<file path="src/rtl/mailbox_watchdog.sv">
// Saturating RUN-cycle counter and budget compare.
// expired is raw; the top qualifies it with state and build option.
module mailbox_watchdog #(
  parameter int TIMEOUT_CYCLES = 1000,
  parameter int CNT_W          = 16
) (
  input  logic             ph1,
  input  logic             reset,
  input  logic             run,
  output logic [CNT_W-1:0] cycles,
  output logic             expired
);

  always_ff @(posedge ph1) begin
    if (reset)
      cycles <= '0;
    else if (run && (cycles != '1))
      cycles <= cycles + 1'b1;
  end

  assign expired = (cycles == CNT_W'(TIMEOUT_CYCLES - 1));

endmodule

</file>
<file path="config.mk">
export PLATFORM = sky130hd
export DESIGN_NAME = mailbox_watchdog
export DESIGN_NICKNAME = d
export VERILOG_FILES = /design/src/rtl/mailbox_watchdog.sv
export SDC_FILE = /design/constraint.sdc
export NUM_CORES = 1
export LEC_CHECK = 0
export BUFFER_PORTS_ARGS = -buffer_cell sky130_fd_sc_hd__buf_2
export CORE_MARGIN = 3
export CORE_UTILIZATION = 45
export CTS_BUF_LIST = sky130_fd_sc_hd__clkbuf_4
export CTS_CLUSTER_DIAMETER = 60
export DETAILED_ROUTE_END_ITERATION = 16
export PLACE_DENSITY = 0.68
export SYNTH_ARGS = -nofsm -noshare
export SYNTH_HDL_FRONTEND = slang
export SYNTH_SLANG_ARGS = --single-unit
</file>
<file path="constraint.sdc">
create_clock -name ph1 -period 4.15 [get_ports ph1]
set_input_delay 0.6225 -clock ph1 [delete_from_list [all_inputs] [get_ports ph1]]
set_output_delay 0.6225 -clock ph1 [all_outputs]
set_load 0.01 [all_outputs]
</file>
======== Word-level counts from Yosys, hierarchy flattened ========
Cells that the tools add are included.
storage, ports and cells
  register bits after elaboration ......... 16
  latch bits .............................. 0
  bits in writable memories ............... 0
  ROM bits ................................ 0
  input bits .............................. 3
  output and inout port bits .............. 17
  memories kept ........................... 0
operators by class
  $add $sub $neg .......................... 1
  $mul .................................... 0
  div/mod/pow operators ................... 0
  order comparisons ....................... 0
  eq/ne operators ......................... 2
  shift-type cells ........................ 0
  muxes and demuxes ....................... 0
  bitwise logic cells ..................... 0
  reduce and logical (&&, ||, !) cells .... 1
operator list
  kind                   number
  $add 16x1->16 const B  1
  $eq 16x10->1 const B   1
  $ne 16x16->1 const B   1
  $logic_and 1x1->1      1

======== Logic depth before layout (Yosys ltp) ========
  depth after elaboration ................. 2
  gate-level depth with buffers ........... 5
  gate-level depth less buffers ........... 5

======== Worst setup path before layout ========
OpenSTA, ideal clock, no wires.
  path type ............................... reg2reg
  start ................................... register cycles[0]
  end ..................................... register cycles[10]
  arrival ................................. 1.702 ns
  setup slack ............................. 2.377 ns
  stages on the path, launching flop included .. 6
  buffers on the path ..................... 0
  clock period less this slack ............ 1.773 ns
  cells stage by stage .................... dfxtp_1 ha_1 nand4_4 or2_1 or4_1 a21oi_1
on the way
  longest elaborated chain between the ends .. 2
ends and longest elaborated chain
  element                                                                RTL line  text
  start, declared                                                        10        output logic [CNT_W-1:0] cycles,
  start signal, assigned                                                 18        cycles <= cycles + 1'b1;
  parallel branches: the longest is 2 deep, another holds $add 16x1->16  -
Several ways; the timed one is not identified.
A chain may end at the register's enable or synchronous reset.

======== Worst setup path in the final report ========
  start ................................... register cycles[2]
  end ..................................... output expired
on the way
  longest elaborated chain between the ends .. 1
ends and longest elaborated chain
  element        RTL line  text
  $eq 16x10->1   21        assign expired = (cycles == CNT_W'(TIMEOUT_CYCLES - 1));
  end, declared  11        output logic expired
No other way between the ends.

==> reports/metrics.cfg <==
[floorplan]
core_sq_um = 1800
die-area_sq_um = 2560
die_w_um = 50.6
ios = 20
dieHeight_um = 50.6
rows = 15
start_util = 0.497

[pwr]
clkPwrFrac = 0.323
switchingPower_uw = 58.1
pwr-share-comb = 0.050
power_uw = 251
p_int_uw = 193
power_frac_seq = 0.627
p_leak_uw = 0.000438
switching_share = 0.231
pwr_density_cell_nw_per_um2 = 242
peakVddDrop_uv = 149

[final_layout]
syn_to_final_growth_pct = 15.8
drive_gt1_frac = 0.292
fillers = 181
final_util = 0.576
nNetsFinal = 127
antenna_cells = 0
reg.largest.list = cycles (16)
largest_register = cycles
largest_reg_flops = 16

[clock_tree]
max-clock-path-buffers = 2
clk_latency_ns = 0.28
numClockSinks = 16
cts_tree = built
h-tree-depth = 1
cts_root_buf = clkbuf_4
post_cts_resized = 0
postCtsHoldBufs = 0
path_clk_slew_ns = 0.09
cts_setup_buffers = 0
numCtsBuffers = 3

[timing]
setup_tns_ns = 0
fin_skew_ns = 0.000597
rsz0062_at_grt = no
slew_headroom = 0.559
clock.fmax_ghz = 0.475
tightest_slew_ns = 0.655
holdWs_ns = 0.530
finalSetupViolCount = 0
fin_crit_sh = 0.507
maxSlewViolCount = 0
hold_viol = 0
layout_min_cycle_time_ns = 2.10

[routing]
wl_um = 2020
num_vias = 843
drc = 0
drt-initial-drc-count = 9
vias_per_cell = 5.81
ant_nets = 0
dr.pass1.iters = 4
wl_per_cell_um = 13.9

[outcome]
status = finished, final reports clean

[global_routing]
grt_pass1_vias = 759
grt_pass1_wl_um = 3530
grt_max_degree = 21
grt-ovfl-total = 0
grt_usage = 0.174
antenna_found_initial = 0

[yosys]
synth-seq-cells = 16
synth_area_sq_um = 896
ys_warn_count = 0
synth_edf_count = 0
ys_seq_area_frac = 0.358
avgSynthCellArea_sq_um = 8.96
syn-num-nets = 105
yosysUniqueCellTypes = 37
syn_inst = 100
async_flop_share = 0
ys.flop_type = dfxtp_1

[run]
maxCapViolations = 0

[placement]
place.gp.congestion = 0.781
port_buffers = 19
dpl.hpwl_um = 1450

[setup_path]
worstSetupPathType = flop to primary output
startpoint_type = flop
cp.required_ns = 3.53
end_kind = primary output
path_max_fanout = 7
worstPathArrival_ns = 1.48

[hold_path]
hold_path.class = flop to flop

## path summary, 6_finish.rpt
| path | start | to | slack, ns | cells past startpoint |
|---|---|---|---|---|
| setup reg to reg | cycles[0]$_SDFFE_PP0P_ | cycles[14]$_SDFFE_PP0P_ | 2.17 | 5 |
| hold reg to reg | cycles[7]$_SDFFE_PP0P_ | cycles[7]$_SDFFE_PP0P_ | 0.53 | 2 |
| hold / removal | cycles[7]$_SDFFE_PP0P_ | cycles[7]$_SDFFE_PP0P_ | 0.53 | 2 |
| setup / recovery | cycles[2]$_SDFFE_PP0P_ | expired | 2.05 | 4 |
## through the flow
stage | std cells | area [sq um] | setup slack [ns]
2_1_floorplan | 100 | 896 | 2.38
3_3_place_gp | 142 | 1010 | 2.26
3_5_place_dp | 142 | 1010 | 2.20
4_1_cts | 145 | 1040 | 2.03
5_1_grt | 145 | 1040 | 1.90
6_report | 145 | 1040 | 2.05
## worst max-delay path, stage by stage (launching register included)
cell and delay, ns:
dfxtp_1 0.48, nor4b_1 0.27, nand3_1 0.12, nor3_1 0.17, buf_2 0.16
## layout make-up
type,count,area (sq um),area share
multi-input cells,77,549,0.530
flip-flops and latches,16,320,0.309
repair buffers,19,95.1,0.0917
well taps,25,31.3,0.0302
clock buffers,3,22.5,0.0217
inverters,5,18.8,0.0181
## metal layers
layer	vias to the layer above	track usage	routed length, um
li1	421	-	-
met1	397	0.236	964
met2	19	0.280	943
met3	6	0.0326	75
met4	0	0.0493	31
met5	-	0	0
## power by group through the flow
stage	combinational (uW)	sequential, uW	clock [uW]
2_1_floorplan	7.50	161	0
3_3_place_gp	12.2	161	0
3_5_place_dp	12.3	161	0
4_1_cts	12.6	158	82.9
5_1_grt	13.9	158	88.6
6_report	12.6	158	81.1
## cells in the mapped netlist, types with 3 or more instances
| master | instances | area (sq um) |
|---|---|---|
| nor2b_1 | 3 | 18.8 |
| dfxtp_1 | 16 | 320 |
| o21ai_0 | 4 | 20.0 |
| or4_1 | 3 | 22.5 |
| inv_1 | 5 | 18.8 |
| mux2_2 | 3 | 33.8 |
| o31ai_1 | 3 | 22.5 |
| mux2i_1 | 4 | 40.0 |
| nand2_1 | 4 | 15.0 |
| nor2_1 | 10 | 37.5 |
| a21oi_1 | 8 | 40.0 |
| nor3_1 | 4 | 20.0 |
## cells in the final DEF, fill, tap and decap left out
| cell type | instances |
|---|---|
| nor4b_1 | 1 |
| nor4_2 | 1 |
| or3_2 | 1 |
| and2_1 | 1 |
| nand4_4 | 1 |
| mux2_2 | 3 |
| nor2_1 | 10 |
| nand3_2 | 1 |
| or3_1 | 2 |
| buf_2 | 19 |
| nor4_4 | 1 |
| and3_2 | 2 |
| xor2_1 | 1 |
| nor2b_1 | 3 |
| a21oi_1 | 8 |
| and4bb_2 | 1 |
| mux2i_1 | 4 |
| clkbuf_4 | 3 |
| nand2b_1 | 2 |
| nand3_1 | 2 |
| and4_1 | 1 |
| o41ai_1 | 1 |
| or2_1 | 1 |
| nor4_1 | 2 |
| o21ai_0 | 4 |
| nand4_2 | 1 |
| a311oi_1 | 1 |
| o31ai_1 | 3 |
| o2111ai_1 | 1 |
| or4_1 | 3 |
| dfxtp_1 | 16 |
| inv_1 | 5 |
| ha_1 | 2 |
| o31a_2 | 1 |
| and3_1 | 1 |
| nand4_1 | 2 |
| nand2_1 | 4 |
| nor3_1 | 4 |
## cells by family (layout without fill, tap and decap cells)
| group | count (synthesis) | count (layout) | synth area share |
|---|---|---|---|
| and+or+nand+nor | 48 | 48 | 0.360 |
| AOI/OAI and AO/OA | 19 | 19 | 0.133 |
| DFF | 16 | 16 | 0.358 |
| muxes | 7 | 7 | 0.0824 |
| buffers and inverters | 7 | 27 | 0.0293 |
| adders and majority gates | 2 | 2 | 0.0279 |
| xor gates and xnor gates | 1 | 1 | 0.00978 |
Power figures use the tool's default switching activity.
